`src/rtl/adder_pkg.sv`:
```
// Shared types and default sizing for the sequential wide adder.
package adder_pkg;

    localparam int DEFAULT_WIDTH = 128;
    localparam int DEFAULT_CHUNK = 32;

    typedef enum logic [1:0] {
        IDLE,
        RUN,
        DONE
    } state_t;

endpackage

```
`src/rtl/repple_carray_adder_nBit.sv`:
```
// n-bit ripple-carry adder built from a chain of full-adder cells.
module repple_carray_adder_nBit #(
    parameter int n = 32
) (
    input  logic [n-1:0] a,
    input  logic [n-1:0] b,
    input  logic         cin,
    output logic [n-1:0] sum,
    output logic         cout
);

    logic [n:0] carry;

    assign carry[0] = cin;

    for (genvar i = 0; i < n; i++) begin : g_bit
        assign sum[i]       = a[i] ^ b[i] ^ carry[i];
        assign carry[i + 1] = (a[i] & b[i]) | (carry[i] & (a[i] ^ b[i]));
    end

    assign cout = carry[n];

endmodule

```
`src/rtl/seq_wide_adder.sv`:
```
// WIDTH-bit adder that reuses one CHUNK-bit ripple adder over NCH cycles,
// with a valid/ready handshake on both sides.
module seq_wide_adder
    import adder_pkg::*;
#(
    parameter int WIDTH = DEFAULT_WIDTH,
    parameter int CHUNK = DEFAULT_CHUNK
) (
    input  logic             clk,
    input  logic             rst,
    input  logic             in_valid,
    output logic             in_ready,
    input  logic [WIDTH-1:0] a,
    input  logic [WIDTH-1:0] b,
    input  logic             cin,
    output logic             out_valid,
    input  logic             out_ready,
    output logic [WIDTH-1:0] sum,
    output logic             cout
);

    localparam int NCH   = (CHUNK > 0) ? WIDTH / CHUNK : 1;
    localparam int IDX_W = (NCH > 1) ? $clog2(NCH) : 1;

    if (CHUNK <= 0) begin : g_bad_chunk
        $error("seq_wide_adder: CHUNK must be nonzero");
    end else if (WIDTH % CHUNK != 0) begin : g_bad_ratio
        $error("seq_wide_adder: WIDTH must be a multiple of CHUNK");
    end

    state_t             state;
    state_t             next_state;
    logic [WIDTH-1:0]   a_reg;
    logic [WIDTH-1:0]   b_reg;
    logic               carry;
    logic [IDX_W-1:0]   idx;
    logic [CHUNK-1:0]   chunk_sum;
    logic               chunk_cout;
    logic               accept;
    logic               last_chunk;

    assign accept     = (state == IDLE) && in_valid;
    assign last_chunk = (idx == IDX_W'(NCH - 1));

    repple_carray_adder_nBit #(
        .n(CHUNK)
    ) u_chunk_adder (
        .a   (a_reg[int'(idx) * CHUNK +: CHUNK]),
        .b   (b_reg[int'(idx) * CHUNK +: CHUNK]),
        .cin (carry),
        .sum (chunk_sum),
        .cout(chunk_cout)
    );

    // NOTE: sequential state uses <= so every register samples pre-edge values.
    always_ff @(posedge clk or posedge rst) begin
        if (rst) begin
            state <= IDLE;
        end else begin
            state <= next_state;
        end
    end

    // NOTE: every output gets a default first, so no path infers a latch.
    always_comb begin
        next_state = state;
        in_ready   = 1'b0;
        out_valid  = 1'b0;
        case (state)
            IDLE: begin
                in_ready = 1'b1;
                if (in_valid) next_state = RUN;
            end
            RUN: begin
                if (last_chunk) next_state = DONE;
            end
            DONE: begin
                out_valid = 1'b1;
                if (out_ready) next_state = IDLE;
            end
            default: next_state = IDLE;
        endcase
    end

    // NOTE: operand registers carry no reset; they are only read after an accept loads them.
    always_ff @(posedge clk) begin
        if (accept) begin
            a_reg <= a;
            b_reg <= b;
        end
    end

    // The carry register doubles as the latched cin for chunk 0.
    always_ff @(posedge clk or posedge rst) begin
        if (rst) begin
            idx   <= '0;
            carry <= 1'b0;
            sum   <= '0;
            cout  <= 1'b0;
        end else if (accept) begin
            idx   <= '0;
            carry <= cin;
        end else if (state == RUN) begin
            sum[int'(idx) * CHUNK +: CHUNK] <= chunk_sum;
            carry <= chunk_cout;
            idx   <= idx + IDX_W'(1);
            if (last_chunk) cout <= chunk_cout;
        end
    end

endmodule

```
`config.mk`:
```
export PLATFORM = sky130hd
export DESIGN_NAME = seq_wide_adder
export DESIGN_NICKNAME = d
export VERILOG_FILES = /design/src/rtl/adder_pkg.sv /design/src/rtl/repple_carray_adder_nBit.sv /design/src/rtl/seq_wide_adder.sv
export SDC_FILE = /design/constraint.sdc
export NUM_CORES = 1
export LEC_CHECK = 0
export BUFFER_PORTS_ARGS = -buffer_cell sky130_fd_sc_hd__buf_2
export CAP_MARGIN = 5
export CORE_ASPECT_RATIO = 1.75
export CORE_MARGIN = 2
export CORE_UTILIZATION = 40
export CTS_BUF_LIST = sky130_fd_sc_hd__clkbuf_2
export CTS_CLUSTER_DIAMETER = 30
export DETAILED_ROUTE_END_ITERATION = 12
export GPL_TIMING_DRIVEN = 0
export HOLD_SLACK_MARGIN = 0.08
export PLACE_DENSITY_LB_ADDON = 0.12
export SETUP_SLACK_MARGIN = 0.3
export SLEW_MARGIN = 10
export SYNTH_ARGS = -nofsm -noshare
export SYNTH_HDL_FRONTEND = slang
export SYNTH_SLANG_ARGS = --single-unit
```
`constraint.sdc`:
```
create_clock -name clk -period 12 [get_ports clk]
set_clock_uncertainty 0.2 [all_clocks]
set_input_delay 0.6 -clock clk [delete_from_list [all_inputs] [get_ports clk]]
set_output_delay 0.6 -clock clk [all_outputs]
set_load 0.05 [all_outputs]
```
==> flow_results.xml, run 1 <==
<?xml version="1.0" encoding="UTF-8"?>
<metrics>
  <group name="clock_tree">
    <metric name="clock_tree.buffer_depth" unit="">3</metric>
    <metric name="cts.htree.levels" unit="">3</metric>
    <metric name="cts_resized" unit="">18</metric>
    <metric name="cts-hold-fix-buffers" unit="">372</metric>
    <metric name="tritoncts_buffer_count" unit="">93</metric>
    <metric name="clock_sink_count" unit="">390</metric>
    <metric name="cts_root_buf" unit="">clkbuf_2</metric>
    <metric name="post-cts-setup-buffer-count" unit="">7</metric>
  </group>
  <group name="die">
    <metric name="io_pins" unit="">392</metric>
    <metric name="floorplan.die.height" unit="µm">262</metric>
    <metric name="row_count" unit="">94</metric>
    <metric name="start_util" unit="%">40.5</metric>
    <metric name="die_w" unit="µm">151</metric>
  </group>
  <group name="status">
    <metric name="firstError" unit="">[ERROR RSZ-0060] Max buffer count reached.</metric>
    <metric name="outcome" unit="">aborted with a tool error</metric>
    <metric name="stop_stage" unit="">clock tree synthesis</metric>
  </group>
  <group name="synth">
    <metric name="main_combinational_cell_family_by_area_after_synthesis" unit="">multiplexers</metric>
    <metric name="synth_largest_area_cell" unit="">edfxtp_1</metric>
    <metric name="cell_with_the_most_instances_after_synthesis" unit="">edfxtp_1</metric>
    <metric name="ys.warnings.count" unit="">0</metric>
    <metric name="synth.cell_area" unit="µm²">15200</metric>
    <metric name="syn_inst" unit="">794</metric>
    <metric name="synth-compound-area-share" unit="%">7.31</metric>
    <metric name="yosys_most_used_dff" unit="">edfxtp_1</metric>
    <metric name="ys_top_cells_by_area" unit="">edfxtp_1, dfrtp_1, mux4_2</metric>
    <metric name="synth.area.mux_share" unit="%">9.65</metric>
    <metric name="ys_seq_elements" unit="">390</metric>
    <metric name="synth-adder-area-share" unit="%">4.72</metric>
    <metric name="yosys.cell_types.count" unit="">37</metric>
    <metric name="post_synthesis_xor_xnor_area_fraction" unit="%">0</metric>
    <metric name="asyncSetResetFlopFracSynth" unit="%">34.4</metric>
    <metric name="synth.top_cells.by_count" unit="">edfxtp_1, dfrtp_1, o2bb2ai_1</metric>
    <metric name="synth.net_count" unit="">1093</metric>
    <metric name="netlist.area_leader.share" unit="%">50.7</metric>
    <metric name="synth-edff-count" unit="">256</metric>
    <metric name="synth.yosys.seq_area_share" unit="%">72.7</metric>
    <metric name="area_fraction_in_and_or_nand_and_nor_cells_after_synthesis" unit="%">2.31</metric>
    <metric name="synth_area_per_cell" unit="µm²">19.1</metric>
  </group>
  <group name="placement">
    <metric name="finalWeightedCongestion" unit="">0.774</metric>
    <metric name="portBuffers" unit="">391</metric>
    <metric name="place_area" unit="µm²">18000</metric>
    <metric name="dp_hpwl" unit="µm">30000</metric>
    <metric name="post-place-cells" unit="">1670</metric>
    <metric name="place_ws" unit="ns">-1.85</metric>
  </group>
</metrics>
==> metrics by stage <==
| step | utilization, % | hold WS (ns) |
|---|---|---|
| after detailed placement | 47.9 | 0.262 |
| after floorplan | - | 0.285 |
| after global placement | 47.5 | 0.258 |
==> cell families after synthesis <==
kind of cell / after synthesis
DFF: 390
buffers and inverters: 106
AOI/OAI and AO/OA: 133
and+or+nand+nor: 61
adders and majority gates: 38
muxes: 66
==> inputs of run 2 (changes only) <==
--- a/config.mk
+++ b/config.mk
@@ -7,16 +7,11 @@
 export LEC_CHECK = 0
 export BUFFER_PORTS_ARGS = -buffer_cell sky130_fd_sc_hd__buf_2
 export CAP_MARGIN = 5
-export CORE_ASPECT_RATIO = 1.75
 export CORE_MARGIN = 2
-export CORE_UTILIZATION = 40
-export CTS_BUF_LIST = sky130_fd_sc_hd__clkbuf_2
-export CTS_CLUSTER_DIAMETER = 30
+export CORE_UTILIZATION = 25
 export DETAILED_ROUTE_END_ITERATION = 12
 export GPL_TIMING_DRIVEN = 0
-export HOLD_SLACK_MARGIN = 0.08
-export PLACE_DENSITY_LB_ADDON = 0.12
-export SETUP_SLACK_MARGIN = 0.3
+export PLACE_DENSITY_LB_ADDON = 0.15
 export SLEW_MARGIN = 10
 export SYNTH_ARGS = -nofsm -noshare
 export SYNTH_HDL_FRONTEND = slang
==> constraint.sdc (replaced) <==
create_clock -name clk -period 15.6 [get_ports clk]
set_clock_uncertainty 0.2 [all_clocks]
set_input_delay 0.78 -clock clk [delete_from_list [all_inputs] [get_ports clk]]
set_output_delay 0.78 -clock clk [all_outputs]
set_load 0.05 [all_outputs]
==> run 2 against run 1 <==
The flow now finishes without violations. Synthesized cell count stayed put. Area after synthesis did not move.
==> flow_results.xml, run 2 <==
<?xml version="1.0" encoding="UTF-8"?>
<metrics>
  <group name="status">
    <metric name="outcome" unit="">finished, final reports clean</metric>
  </group>
  <group name="worst_setup_path">
    <metric name="setup_cp_type" unit="">register to register</metric>
    <metric name="cp.required" unit="ns">15.85</metric>
    <metric name="end_kind" unit="">register</metric>
    <metric name="worstRegToRegCells" unit="">43</metric>
    <metric name="timing.reg2reg.setup_slack" unit="ns">0.70</metric>
    <metric name="timing.critical_path.slowest_stage_cell" unit="">fa_1</metric>
    <metric name="cp_max_fo" unit="">10</metric>
    <metric name="worstSetupStartpointType" unit="">register</metric>
    <metric name="critPathMaxStageDelay" unit="ns">0.50</metric>
    <metric name="r2r-start" unit="">idx[0]</metric>
    <metric name="arrival" unit="ns">15.16</metric>
    <metric name="reg2reg_to" unit="">sum[95]</metric>
    <metric name="cp_common_cell" unit="">fa_1</metric>
  </group>
  <group name="power">
    <metric name="ir_worst_vdd" unit="mV">0.0896</metric>
    <metric name="pwr_density_cell" unit="nW/µm²">245</metric>
    <metric name="p_leak" unit="nW">8.21</metric>
  </group>
  <group name="global_route">
    <metric name="first_global_vias" unit="">9728</metric>
    <metric name="grt_start_max_net_pins" unit="">102</metric>
    <metric name="gr-total-overflow" unit="">0</metric>
    <metric name="antenna_found_initial" unit="">7</metric>
    <metric name="global_route_wire_length_before_repair" unit="µm">68300</metric>
    <metric name="globalRouteTotalUtil" unit="%">15.1</metric>
  </group>
  <group name="final_layout">
    <metric name="fillerInstances" unit="">5961</metric>
    <metric name="area_of_the_multi_input_gates" unit="µm²">3650</metric>
    <metric name="synthToLayoutAreaGrowth" unit="%">30.0</metric>
    <metric name="layout.area.seq" unit="µm²">11000</metric>
    <metric name="final_design_area_no_fill" unit="µm²">19700</metric>
    <metric name="utilization" unit="%">32.8</metric>
    <metric name="finalNetCount" unit="">1536</metric>
    <metric name="drive_gt1_share" unit="%">46.0</metric>
    <metric name="mostFrequentLayoutCell" unit="">buf_2</metric>
    <metric name="leading_cell_types_in_the_layout_fill_and_taps_excluded" unit="">buf_2, edfxtp_1, dfrtp_1</metric>
    <metric name="fin_cells" unit="">2056</metric>
  </group>
  <group name="synth">
    <metric name="ys.warnings.count" unit="">0</metric>
    <metric name="netlist.area_leader.share" unit="%">50.7</metric>
    <metric name="yosys.cell_types.count" unit="">37</metric>
    <metric name="synth_largest_area_cell" unit="">edfxtp_1</metric>
    <metric name="synth_area_per_cell" unit="µm²">19.1</metric>
    <metric name="yosys_most_used_dff" unit="">edfxtp_1</metric>
    <metric name="synth.yosys.seq_area_share" unit="%">72.7</metric>
    <metric name="synth.net_count" unit="">1093</metric>
    <metric name="synth.top_cells.by_count" unit="">edfxtp_1, dfrtp_1, o2bb2ai_1</metric>
    <metric name="synth.cell_area" unit="µm²">15200</metric>
    <metric name="cell_with_the_most_instances_after_synthesis" unit="">edfxtp_1</metric>
    <metric name="synth-edff-count" unit="">256</metric>
    <metric name="asyncSetResetFlopFracSynth" unit="%">34.4</metric>
    <metric name="ys_seq_elements" unit="">390</metric>
    <metric name="ys_top_cells_by_area" unit="">edfxtp_1, dfrtp_1, mux4_2</metric>
    <metric name="syn_inst" unit="">794</metric>
  </group>
  <group name="route">
    <metric name="ant_nets" unit="">0</metric>
    <metric name="drcViolationCount" unit="">0</metric>
    <metric name="routed_wirelength" unit="µm">47200</metric>
    <metric name="drt_iter0_markers" unit="">507</metric>
    <metric name="route.detailed.wl_per_inst" unit="µm">22.9</metric>
    <metric name="drtPass1Iterations" unit="">6</metric>
    <metric name="vias_per_cell" unit="">4.31</metric>
    <metric name="dr_total_vias" unit="">8862</metric>
  </group>
  <group name="die">
    <metric name="die_w" unit="µm">250</metric>
    <metric name="core_region_area" unit="µm²">60100</metric>
    <metric name="io_pins" unit="">392</metric>
    <metric name="start_util" unit="%">25.2</metric>
    <metric name="row_count" unit="">90</metric>
    <metric name="floorplan.die.height" unit="µm">250</metric>
    <metric name="die_area" unit="µm²">62700</metric>
  </group>
  <group name="clock_tree">
    <metric name="worst_skew_pair.late_latency" unit="ns">0.57</metric>
    <metric name="cts.htree.levels" unit="">2</metric>
    <metric name="post-cts-setup-buffer-count" unit="">0</metric>
    <metric name="worst_setup_hold_path_clk_slew" unit="ns">0.06</metric>
    <metric name="cts_root_buf" unit="">clkbuf_16</metric>
    <metric name="clock_sink_count" unit="">390</metric>
    <metric name="tritoncts_buffer_count" unit="">45</metric>
    <metric name="clock_tree.buffer_depth" unit="">3</metric>
    <metric name="tritoncts_clock_tree" unit="">built</metric>
  </group>
  <group name="timing">
    <metric name="timing_hold_violations_final" unit="">0</metric>
    <metric name="final.period_utilization" unit="%">95.5</metric>
    <metric name="worst_slew_margin_rel" unit="%">37.0</metric>
    <metric name="tightest_slew" unit="ns">0.945</metric>
    <metric name="timing.setup.tns" unit="ns">0</metric>
    <metric name="rsz0062_at_grt" unit="">false</metric>
    <metric name="achievable-frequency" unit="MHz">67.1</metric>
    <metric name="holdWs" unit="ns">0.179</metric>
    <metric name="final.min_clock_period" unit="ns">14.90</metric>
    <metric name="setup_viol" unit="">0</metric>
    <metric name="slew_violations" unit="">0</metric>
  </group>
  <group name="placement">
    <metric name="post-place-cells" unit="">1972</metric>
    <metric name="portBuffers" unit="">391</metric>
    <metric name="place_area" unit="µm²">18300</metric>
    <metric name="dp_hpwl" unit="µm">35700</metric>
    <metric name="finalWeightedCongestion" unit="">0.762</metric>
  </group>
  <group name="job">
    <metric name="drv_cap" unit="">0</metric>
  </group>
  <group name="min_path">
    <metric name="timing.hold.worst.class" unit="">input port to register</metric>
    <metric name="hold_depth" unit="">1</metric>
    <metric name="hold_path_startpoint" unit="">b[116]</metric>
    <metric name="min_delay_worst_endpoint" unit="">b_reg[116]</metric>
  </group>
</metrics>
[run 2: cell counts after synthesis]
Identical to the previous run, type by type.
[run 2: routing by layer]
| layer | vias up | wire length [µm] | share of wire (%) | global-route usage [%] |
|---|---|---|---|---|
| li1 | 3971 | - | - | - |
| met1 | 4522 | 20000 | 42 | 19.4 |
| met2 | 276 | 22900 | 49 | 24.6 |
| met3 | 81 | 2850 | 6.0 | 4.21 |
| met4 | 12 | 1350 | 2.9 | 5.13 |
| met5 | - | 79 | 0.17 | 0 |
[run 2: logic make-up after synthesis]
logic type | Yosys count | synth area share (%)
mux | 66 | 9.65
simple gates | 61 | 2.31
buf+inv | 106 | 3.27
fa+ha+maj | 38 | 4.72
flops | 390 | 72.7
compound gates | 133 | 7.31
[run 2: power breakdown]
group	switching (mW)	total, mW	leakage (nW)	internal [mW]
clock network	0.431	1.04	0.715	0.609
registers	0.102	1.48	4.19	1.38
logic	1.58	2.31	3.31	0.730
total	2.11	4.83	8.21	2.72
[run 2: worst max-delay path, delay by kind of cell, from the launching register on]
| family | cells | cell delay (ns) |
|---|---|---|
| AO/OA/AOI/OAI | 1 | 0.24 |
| adder cells (fa/ha/maj) | 32 | 12.44 |
| buffers and inverters | 9 | 1.05 |
| flip-flops | 1 | 0.42 |
| multiplexers | 1 | 0.36 |
[run 2: layout make-up]
type,instances,area share [%]
clock buffers,57,6.25
well taps,782,4.96
inverters,63,1.24
multi-input cells,298,18.5
plain buffers,42,1.33
diodes,2,0.0254
clock inverters,25,1.05
repair buffers,397,10.7
flip-flops and latches,390,56.0
[run 2: per-stage QoR]
step                setup WS, ns  power, mW
floorplan                   2.54       2.95
global route              0.0862       5.12
CTS                       0.0961       4.94
global placement          -0.662       3.90
detailed placement        -0.711       3.87
finish                     0.696       4.83
[run 2: timing repair]
action | 4_1_cts | 5_1_grt
setup endpoints to repair | 11 | 4
pin swaps | 0 | 0
endpoints found under the hold margin | 33 | 0
hold buffers | 1 | 0
resized for setup | 5 | 3
[run 2: how the worst max path moves through the flow]
stage / from / endpoint / slack (ns)
floorplan: idx[1] / sum[95] / 2.54
global placement: idx[1] / sum[95] / -0.66
detailed placement: idx[1] / sum[95] / -0.71
CTS: idx[0] / sum[95] / 0.1
global route: idx[0] / sum[95] / 0.09
finish: idx[0] / sum[95] / 0.70
No activity file was read; power rests on OpenSTA's default activity.
